## src/rtl/quire_seq_ctrl_if.sv

```systemverilog
// Handshake and data bundle for quire_seq_ctrl: job config, product stream,
// quire input/output links, result port and stall counter.
interface quire_seq_ctrl_if #(
  parameter int FRAC_W  = 8,
  parameter int SCALE_W = 6,
  parameter int QUIRE_W = 64,
  parameter int LEN_W   = 16,
  parameter int NVEC_W  = 16
) ();
  logic               cfg_start_i;
  logic [LEN_W-1:0]   cfg_len_i;
  logic [NVEC_W-1:0]  cfg_nvec_i;
  logic               busy_o;
  logic               done_o;
  logic               in_rts_i;
  logic               in_rtr_o;
  logic [FRAC_W-1:0]  in_fraction_i;
  logic [SCALE_W-1:0] in_scale_i;
  logic               in_sign_i;
  logic               in_zero_i;
  logic               in_NaR_i;
  logic               q_rts_o;
  logic               q_rtr_i;
  logic               q_sow_o;
  logic               q_eow_o;
  logic [FRAC_W-1:0]  q_fraction_o;
  logic [SCALE_W-1:0] q_scale_o;
  logic               q_sign_o;
  logic               q_zero_o;
  logic               q_NaR_o;
  logic               q_rts_i;
  logic               q_rtr_o;
  logic               q_eow_i;
  logic [QUIRE_W-1:0] q_data_i;
  logic               q_NaR_i;
  logic               res_rts_o;
  logic               res_rtr_i;
  logic [QUIRE_W-1:0] res_data_o;
  logic               res_NaR_o;
  logic [NVEC_W-1:0]  res_idx_o;
  logic [31:0]        perf_stall_o;

  modport master (
    output cfg_start_i, cfg_len_i, cfg_nvec_i,
    output in_rts_i, in_fraction_i, in_scale_i, in_sign_i, in_zero_i, in_NaR_i,
    output q_rtr_i, q_rts_i, q_eow_i, q_data_i, q_NaR_i, res_rtr_i,
    input  busy_o, done_o, in_rtr_o,
    input  q_rts_o, q_sow_o, q_eow_o, q_fraction_o, q_scale_o, q_sign_o, q_zero_o, q_NaR_o,
    input  q_rtr_o, res_rts_o, res_data_o, res_NaR_o, res_idx_o, perf_stall_o
  );

  modport slave (
    input  cfg_start_i, cfg_len_i, cfg_nvec_i,
    input  in_rts_i, in_fraction_i, in_scale_i, in_sign_i, in_zero_i, in_NaR_i,
    input  q_rtr_i, q_rts_i, q_eow_i, q_data_i, q_NaR_i, res_rtr_i,
    output busy_o, done_o, in_rtr_o,
    output q_rts_o, q_sow_o, q_eow_o, q_fraction_o, q_scale_o, q_sign_o, q_zero_o, q_NaR_o,
    output q_rtr_o, res_rts_o, res_data_o, res_NaR_o, res_idx_o, perf_stall_o
  );
endinterface

```

## src/rtl/quire_seq_ctrl.sv

```systemverilog
// Frames an unframed product stream into len-beat windows for one quire and keeps
// only each window's eow result. Optional stall counter: QUIRE_SEQ_PERF_STALL_EN.
module quire_seq_ctrl #(
  parameter int FRAC_W  = 8,
  parameter int SCALE_W = 6,
  parameter int QUIRE_W = 64,
  parameter int LEN_W   = 16,
  parameter int NVEC_W  = 16
) (
  input logic            clk,
  input logic            rst,
  quire_seq_ctrl_if.slave bus
);

  typedef enum logic [1:0] {IDLE, RUN, FLUSH} state_t;

  state_t              state_reg, state_next;
  logic [LEN_W-1:0]    len_reg, beat_cnt_reg;
  logic [NVEC_W-1:0]   nvec_reg, sent_cnt_reg, recv_cnt_reg;
  logic                res_valid_reg, res_nar_reg, done_reg;
  logic [QUIRE_W-1:0]  res_data_reg;
  logic [NVEC_W-1:0]   res_idx_reg;

  logic run, sow, eow, start_acc, done_next;
  logic beat_xfer, q_rtr, res_load, res_drain;

  always_comb begin
    state_next = state_reg;
    done_next  = 1'b0;
    start_acc  = 1'b0;
    run        = 1'b0;
    sow        = 1'b0;
    eow        = 1'b0;
    case (state_reg)
      IDLE: begin
        if (bus.cfg_start_i) begin
          start_acc = 1'b1;
          // A degenerate job completes immediately without touching the quire
          if (bus.cfg_len_i != '0 && bus.cfg_nvec_i != '0) state_next = RUN;
          else                                             done_next  = 1'b1;
        end
      end
      RUN: begin
        run = 1'b1;
        sow = (beat_cnt_reg == '0);
        eow = (beat_cnt_reg == len_reg - LEN_W'(1));
        if (bus.in_rts_i && bus.q_rtr_i && eow && sent_cnt_reg == nvec_reg - NVEC_W'(1))
          state_next = FLUSH;
      end
      FLUSH: begin
        if (recv_cnt_reg == nvec_reg && !res_valid_reg) begin
          state_next = IDLE;
          done_next  = 1'b1;
        end
      end
      default: state_next = IDLE;
    endcase
  end

  assign beat_xfer = run & bus.in_rts_i & bus.q_rtr_i;
  // Non-eow quire beats are always swallowed; eow beats wait for result space
  assign q_rtr     = (state_reg != IDLE) &
                     (~bus.q_eow_i | ~res_valid_reg | (res_valid_reg & bus.res_rtr_i));
  assign res_load  = bus.q_rts_i & q_rtr & bus.q_eow_i;
  assign res_drain = res_valid_reg & bus.res_rtr_i;

  always_ff @(posedge clk or posedge rst) begin
    if (rst) begin
      state_reg     <= IDLE;
      len_reg       <= '0;
      nvec_reg      <= '0;
      beat_cnt_reg  <= '0;
      sent_cnt_reg  <= '0;
      recv_cnt_reg  <= '0;
      res_valid_reg <= 1'b0;
      res_data_reg  <= '0;
      res_nar_reg   <= 1'b0;
      res_idx_reg   <= '0;
      done_reg      <= 1'b0;
    end else begin
      state_reg <= state_next;
      done_reg  <= done_next;
      if (start_acc) begin
        len_reg      <= bus.cfg_len_i;
        nvec_reg     <= bus.cfg_nvec_i;
        beat_cnt_reg <= '0;
        sent_cnt_reg <= '0;
        recv_cnt_reg <= '0;
      end else begin
        if (beat_xfer) begin
          if (eow) begin
            beat_cnt_reg <= '0;
            sent_cnt_reg <= sent_cnt_reg + NVEC_W'(1);
          end else begin
            beat_cnt_reg <= beat_cnt_reg + LEN_W'(1);
          end
        end
        if (res_load) recv_cnt_reg <= recv_cnt_reg + NVEC_W'(1);
      end
      if (res_load) begin
        res_valid_reg <= 1'b1;
        res_data_reg  <= bus.q_data_i;
        res_nar_reg   <= bus.q_NaR_i;
        res_idx_reg   <= recv_cnt_reg;
      end else if (res_drain) begin
        res_valid_reg <= 1'b0;
      end
    end
  end

  assign bus.busy_o       = (state_reg != IDLE);
  assign bus.done_o       = done_reg;
  assign bus.in_rtr_o     = run & bus.q_rtr_i;
  assign bus.q_rts_o      = run & bus.in_rts_i;
  assign bus.q_sow_o      = sow;
  assign bus.q_eow_o      = eow;
  assign bus.q_fraction_o = run ? bus.in_fraction_i : {FRAC_W{1'b0}};
  assign bus.q_scale_o    = run ? bus.in_scale_i : {SCALE_W{1'b0}};
  assign bus.q_sign_o     = run & bus.in_sign_i;
  assign bus.q_zero_o     = run & bus.in_zero_i;
  assign bus.q_NaR_o      = run & bus.in_NaR_i;
  assign bus.q_rtr_o      = q_rtr;
  assign bus.res_rts_o    = res_valid_reg;
  assign bus.res_data_o   = res_data_reg;
  assign bus.res_NaR_o    = res_nar_reg;
  assign bus.res_idx_o    = res_idx_reg;

`ifdef QUIRE_SEQ_PERF_STALL_EN
  logic [31:0] perf_stall_reg;

  always_ff @(posedge clk or posedge rst) begin
    if (rst) begin
      perf_stall_reg <= '0;
    end else if (start_acc) begin
      perf_stall_reg <= '0;
    end else if (run && bus.in_rts_i && !bus.q_rtr_i && perf_stall_reg != 32'hFFFF_FFFF) begin
      perf_stall_reg <= perf_stall_reg + 32'd1;
    end
  end

  assign bus.perf_stall_o = perf_stall_reg;
`else
  assign bus.perf_stall_o = 32'd0;
`endif

endmodule

```

## src/flat_wrapper.sv

```systemverilog
// flat-port wrapper written by rule: the top's interface ports become plain ports
module quire_seq_ctrl_flat 
#(
  parameter int FRAC_W  = 8,
  parameter int SCALE_W = 6,
  parameter int QUIRE_W = 64,
  parameter int LEN_W   = 16,
  parameter int NVEC_W  = 16
)
  (clk, rst, bus_cfg_start_i, bus_cfg_len_i, bus_cfg_nvec_i, bus_in_rts_i, bus_in_fraction_i, bus_in_scale_i, bus_in_sign_i, bus_in_zero_i, bus_in_NaR_i, bus_q_rtr_i, bus_q_rts_i, bus_q_eow_i, bus_q_data_i, bus_q_NaR_i, bus_res_rtr_i, bus_busy_o, bus_done_o, bus_in_rtr_o, bus_q_rts_o, bus_q_sow_o, bus_q_eow_o, bus_q_fraction_o, bus_q_scale_o, bus_q_sign_o, bus_q_zero_o, bus_q_NaR_o, bus_q_rtr_o, bus_res_rts_o, bus_res_data_o, bus_res_NaR_o, bus_res_idx_o, bus_perf_stall_o);
  quire_seq_ctrl_if #(.FRAC_W(FRAC_W), .SCALE_W(SCALE_W), .QUIRE_W(QUIRE_W), .LEN_W(LEN_W), .NVEC_W(NVEC_W)) bus_i ();
  input logic clk;
  input logic rst;
  input wire logic [$bits(bus_i.cfg_start_i)-1:0] bus_cfg_start_i;
  input wire logic [$bits(bus_i.cfg_len_i)-1:0] bus_cfg_len_i;
  input wire logic [$bits(bus_i.cfg_nvec_i)-1:0] bus_cfg_nvec_i;
  input wire logic [$bits(bus_i.in_rts_i)-1:0] bus_in_rts_i;
  input wire logic [$bits(bus_i.in_fraction_i)-1:0] bus_in_fraction_i;
  input wire logic [$bits(bus_i.in_scale_i)-1:0] bus_in_scale_i;
  input wire logic [$bits(bus_i.in_sign_i)-1:0] bus_in_sign_i;
  input wire logic [$bits(bus_i.in_zero_i)-1:0] bus_in_zero_i;
  input wire logic [$bits(bus_i.in_NaR_i)-1:0] bus_in_NaR_i;
  input wire logic [$bits(bus_i.q_rtr_i)-1:0] bus_q_rtr_i;
  input wire logic [$bits(bus_i.q_rts_i)-1:0] bus_q_rts_i;
  input wire logic [$bits(bus_i.q_eow_i)-1:0] bus_q_eow_i;
  input wire logic [$bits(bus_i.q_data_i)-1:0] bus_q_data_i;
  input wire logic [$bits(bus_i.q_NaR_i)-1:0] bus_q_NaR_i;
  input wire logic [$bits(bus_i.res_rtr_i)-1:0] bus_res_rtr_i;
  output wire logic [$bits(bus_i.busy_o)-1:0] bus_busy_o;
  output wire logic [$bits(bus_i.done_o)-1:0] bus_done_o;
  output wire logic [$bits(bus_i.in_rtr_o)-1:0] bus_in_rtr_o;
  output wire logic [$bits(bus_i.q_rts_o)-1:0] bus_q_rts_o;
  output wire logic [$bits(bus_i.q_sow_o)-1:0] bus_q_sow_o;
  output wire logic [$bits(bus_i.q_eow_o)-1:0] bus_q_eow_o;
  output wire logic [$bits(bus_i.q_fraction_o)-1:0] bus_q_fraction_o;
  output wire logic [$bits(bus_i.q_scale_o)-1:0] bus_q_scale_o;
  output wire logic [$bits(bus_i.q_sign_o)-1:0] bus_q_sign_o;
  output wire logic [$bits(bus_i.q_zero_o)-1:0] bus_q_zero_o;
  output wire logic [$bits(bus_i.q_NaR_o)-1:0] bus_q_NaR_o;
  output wire logic [$bits(bus_i.q_rtr_o)-1:0] bus_q_rtr_o;
  output wire logic [$bits(bus_i.res_rts_o)-1:0] bus_res_rts_o;
  output wire logic [$bits(bus_i.res_data_o)-1:0] bus_res_data_o;
  output wire logic [$bits(bus_i.res_NaR_o)-1:0] bus_res_NaR_o;
  output wire logic [$bits(bus_i.res_idx_o)-1:0] bus_res_idx_o;
  output wire logic [$bits(bus_i.perf_stall_o)-1:0] bus_perf_stall_o;
  assign bus_i.cfg_start_i = bus_cfg_start_i;
  assign bus_i.cfg_len_i = bus_cfg_len_i;
  assign bus_i.cfg_nvec_i = bus_cfg_nvec_i;
  assign bus_i.in_rts_i = bus_in_rts_i;
  assign bus_i.in_fraction_i = bus_in_fraction_i;
  assign bus_i.in_scale_i = bus_in_scale_i;
  assign bus_i.in_sign_i = bus_in_sign_i;
  assign bus_i.in_zero_i = bus_in_zero_i;
  assign bus_i.in_NaR_i = bus_in_NaR_i;
  assign bus_i.q_rtr_i = bus_q_rtr_i;
  assign bus_i.q_rts_i = bus_q_rts_i;
  assign bus_i.q_eow_i = bus_q_eow_i;
  assign bus_i.q_data_i = bus_q_data_i;
  assign bus_i.q_NaR_i = bus_q_NaR_i;
  assign bus_i.res_rtr_i = bus_res_rtr_i;
  assign bus_busy_o = bus_i.busy_o;
  assign bus_done_o = bus_i.done_o;
  assign bus_in_rtr_o = bus_i.in_rtr_o;
  assign bus_q_rts_o = bus_i.q_rts_o;
  assign bus_q_sow_o = bus_i.q_sow_o;
  assign bus_q_eow_o = bus_i.q_eow_o;
  assign bus_q_fraction_o = bus_i.q_fraction_o;
  assign bus_q_scale_o = bus_i.q_scale_o;
  assign bus_q_sign_o = bus_i.q_sign_o;
  assign bus_q_zero_o = bus_i.q_zero_o;
  assign bus_q_NaR_o = bus_i.q_NaR_o;
  assign bus_q_rtr_o = bus_i.q_rtr_o;
  assign bus_res_rts_o = bus_i.res_rts_o;
  assign bus_res_data_o = bus_i.res_data_o;
  assign bus_res_NaR_o = bus_i.res_NaR_o;
  assign bus_res_idx_o = bus_i.res_idx_o;
  assign bus_perf_stall_o = bus_i.perf_stall_o;
  quire_seq_ctrl #(.FRAC_W(FRAC_W), .SCALE_W(SCALE_W), .QUIRE_W(QUIRE_W), .LEN_W(LEN_W), .NVEC_W(NVEC_W)) u_core (.clk(clk), .rst(rst), .bus(bus_i));
endmodule
```

## config.mk

```make
export PLATFORM = sky130hd
export DESIGN_NAME = quire_seq_ctrl_flat
export DESIGN_NICKNAME = d
export VERILOG_FILES = /design/src/rtl/quire_seq_ctrl_if.sv /design/src/rtl/quire_seq_ctrl.sv /design/src/flat_wrapper.sv
export SDC_FILE = /design/constraint.sdc
export NUM_CORES = 1
export LEC_CHECK = 0
export CAP_MARGIN = 10
export CORE_ASPECT_RATIO = 1.25
export CORE_MARGIN = 2
export CORE_UTILIZATION = 28
export CTS_BUF_LIST = sky130_fd_sc_hd__clkbuf_8
export DETAILED_ROUTE_END_ITERATION = 12
export MAX_ROUTING_LAYER = met4
export SYNTH_ARGS = -nofsm -noshare
export SYNTH_HDL_FRONTEND = slang
export SYNTH_SLANG_ARGS = --single-unit
```

## constraint.sdc

```tcl
create_clock -name clk -period 15.85 [get_ports clk]
set_input_delay 3.9625 -clock clk [delete_from_list [all_inputs] [get_ports clk]]
set_output_delay 3.9625 -clock clk [all_outputs]
set_load 0.02 [all_outputs]
```

==> flow_metrics.py <==
metrics = {
    "status": {
        "run_status": "completed",
    },
    "power_and_ir_drop": {
        "pwr-share-seq_pct": 46.2,
        "p_sw_share_pct": 33.90,
        "power_frac_comb_pct": 25.4,
        "leakagePower_uw": 0.005394,
        "p_int_uw": 726.6,
        "clkPwrFrac_pct": 28.4,
        "p_sw_uw": 372.7,
        "power_density_mw_per_mm2": 95.86,
        "ir_drop_mv": 0.05243,
    },
    "yosys": {
        "yosys.area.top_type": "dfrtp_1",
        "yosys.cell_count.top_type": "nand2_1",
        "synth.avg_cell_area_um2": 8.484,
        "async_flop_share_pct": 100.0,
        "synth_area_mm2": 0.008603,
        "ys_warn_count": 0,
        "ys.flop_type": "dfrtp_1",
        "syn_inst": 1014,
        "synthTopCellsByCount": "356 x nand2_1, 165 x dfrtp_1, 57 x nor2_1",
        "ys_ff_latch": 165,
        "yosysSeqAreaShare_pct": 47.99,
        "synth_edf_count": 0,
        "ys_types": 58,
        "synth_area_leaders": "dfrtp_1 48%, nand2_1 16%, xnor2_1 4.5%, xor2_1 4.5%, buf_4 2.8%",
        "synth_top_area_share_pct": 47.99,
    },
    "setup_path": {
        "crit_required_ns": 11.89,
        "regToRegEndpoint": "u_core.state_reg[0]",
        "cp-end-kind": "primary output",
        "worst-path-buf-inv": 2,
        "crit_family": "buffers and inverters",
        "cpMostUsedCell": "clkdlybuf4s50_1",
        "max_stage_delay_ns": 0.70,
        "r2r-start": "u_core.len_reg[3]",
        "path_cells": "clkdlybuf4s50_1 -> a31oi_1 -> clkdlybuf4s50_1",
        "critPathLaunchType": "input pin",
        "r2r_slack_ns": 12.32,
        "slowest_stage": "clkdlybuf4s50_1",
        "crit_type": "in -> out",
        "critPathMaxFanout": 3,
        "arrival_ns": 5.51,
        "reg2reg_depth": 8,
        "startpoint": "bus_q_eow_i",
    },
    "sta": {
        "fin_setup_tns_ns": 0,
        "worst_clock_skew_ns": 0.01942,
        "whs_ns": 0.4787,
        "fin_ws_ns": 6.374,
        "period_needed_ns": 9.476,
        "rsz0062_at_grt": "no",
        "drv_slew": 0,
        "post-route-period-util_pct": 59.79,
        "maxSlewHeadroom_pct": 33.09,
        "hold_viol_final": 0,
        "tightestPinTransition_ns": 1.004,
        "setup_viol": 0,
        "fmax_ghz": 0.1055,
    },
    "cells_and_area": {
        "num_antenna_cells": 0,
        "final_nets": 1337,
        "nFillCells": 3117,
        "drive_gt1_share_pct": 4.501,
        "area_growth_pct": 33.30,
        "largest_reg_flops": 64,
        "multi_input_area_mm2": 0.004071,
        "seqCellArea_mm2": 0.004129,
    },
    "clock_tree": {
        "clk_pin_slew_ns": 0.10,
        "ctsResizeCount": 0,
        "cts-root-buf": "clkbuf_8",
        "cts_setup_buffers": 0,
        "clk_path_buf_depth": 2,
        "cts_made_buffers": 17,
        "cts.sinks": 165,
        "h-tree-depth": 4,
        "cts_tree": "done",
        "ctsHoldBuffers": 0,
        "clock_latency_ns": 0.47,
    },
    "global_routing": {
        "grt_util_met2_pct": 26.44,
        "grt_pass1_wl_um": 38890,
        "gr-total-overflow": 0,
        "grt_antenna_before_repair": 0,
        "use_met3_pct": 3.698,
        "use_met1_pct": 18.94,
        "track_usage_pct": 15.75,
        "grt_pass1_vias": 7377,
        "grt_max_degree": 84,
        "grt_busiest_layer": "met2",
    },
    "floorplanning": {
        "core_mm2": 0.03020,
        "fp.dieArea_mm2": 0.03215,
        "fp.dieH_um": 200.0,
        "die_x_um": 160.8,
        "ios": 260,
        "rows": 71,
        "start_util_pct": 28.48,
    },
    "hold_path": {
        "whs_endpoint": "u_core.bus.res_data_o[32]",
        "hp-class": "reg -> reg",
        "holdPathStages": 2,
        "worstHoldStart": "u_core.bus.res_data_o[32]",
    },
    "placed_design": {
        "gp_congestion": 0.8243,
        "io_buffers": 227,
        "post-place-ws_ns": 6.363,
        "dp_hpwl_um": 17610,
    },
    "drt": {
        "ant_nets": 0,
        "via_per_inst": 4.611,
        "drc": 0,
        "dr_total_vias": 7483,
        "finalWirelength_um": 24320,
        "wire_per_inst_um": 14.98,
        "drt_iter0_markers": 388,
        "drt-pass1-iter-count": 5,
    },
    "job": {
        "maxCapViolCount": 0,
    },
}
[how the worst max path moves through the flow]
stage / cells after the start / endpoint / slack, ns
after detailed placement: 3 / bus_q_rtr_o / 6.36
final: 3 / bus_q_rtr_o / 6.37
after CTS: 3 / bus_q_rtr_o / 6.35
after global placement: 3 / bus_q_rtr_o / 6.36
after global routing: 3 / bus_q_rtr_o / 6.32
after floorplan: 1 / u_core.beat_cnt_reg[0] / 7.43
[cells by family after synthesis]
family | share of synthesized area [%]
simple gates | 31.14
flops | 47.99
buf+inv | 6.210
xor+xnor | 9.148
compound gates | 4.232
fa+ha+maj | 0.8726
mux | 0.3636
other cells | 0.04359
[worst register-to-register path: stages, from the launching register on]
cell	delay, ns
dfrtp_1	0.50
or4_1	0.63
nor3_1	0.21
xor2_1	0.09
o311ai_0	0.43
nand4_1	0.35
or2_1	0.59
nor3_1	0.46
o22ai_1	0.14
[cell usage in the layout, fill, tap and decap left out, drive strengths merged, types with 2 or more instances in the layout]
cell and n:
nand2 356, clkdlybuf4s50 227, dfrtp 165, nor2 57
xnor2 45, xor2 44, conb 32, nand3 29
inv 24, nand4 23, and2 23, nor4 22
o21ai 18, clkbuf 17, a21oi 16, nor3 15
and3 15, or3 13, or4 8, ha 6
buf 6, nor2b 5, o31ai 4, nand2b 4
or2 4, a31oi 3, o211ai 3, nor4b 3
nand3b 3, a21o 3, a31o 2, nand4b 2
mux2i 2, a211oi 2, clkinv 2, clkinvlp 2
nor3b 2
[per-stage QoR]
stage / std cells / util (%) / power [uW] / cell area, um2
floorplan: 1045 / - / 667.5 / 8720
global placement: 1591 / 36.67 / 796.1 / 11080
detailed placement: 1591 / 36.67 / 800.1 / 11080
CTS: 1623 / 37.97 / 1118 / 11470
global route: 1623 / 37.97 / 1166 / 11470
finish: 1623 / 37.97 / 1099 / 11470
[cell type report]
cell class	count	area share, %
flip-flops and latches	165	36.00
multi-input cells	778	35.50
repair buffers	233	20.21
well taps	401	4.375
clock buffers	17	2.040
clock inverters	15	1.375
inverters	14	0.5019
[power groups by stage]
stage               Clock (uW)  Combinational [uW]  Sequential [uW]
finish                     312                 280              508
global route               341                 309              516
CTS                        324                 285              509
detailed placement           0                 284              516
global placement             0                 281              515
floorplan                    0                 129              539
[metal layers]
| layer | up-vias | wire length [um] |
|---|---|---|
| met5 | - | 0 |
| met1 | 3576 | 10380 |
| met2 | 251 | 12090 |
| li1 | 3632 | - |
| met3 | 24 | 1400 |
| met4 | 0 | 450 |
Power figures use the tool's default switching activity.
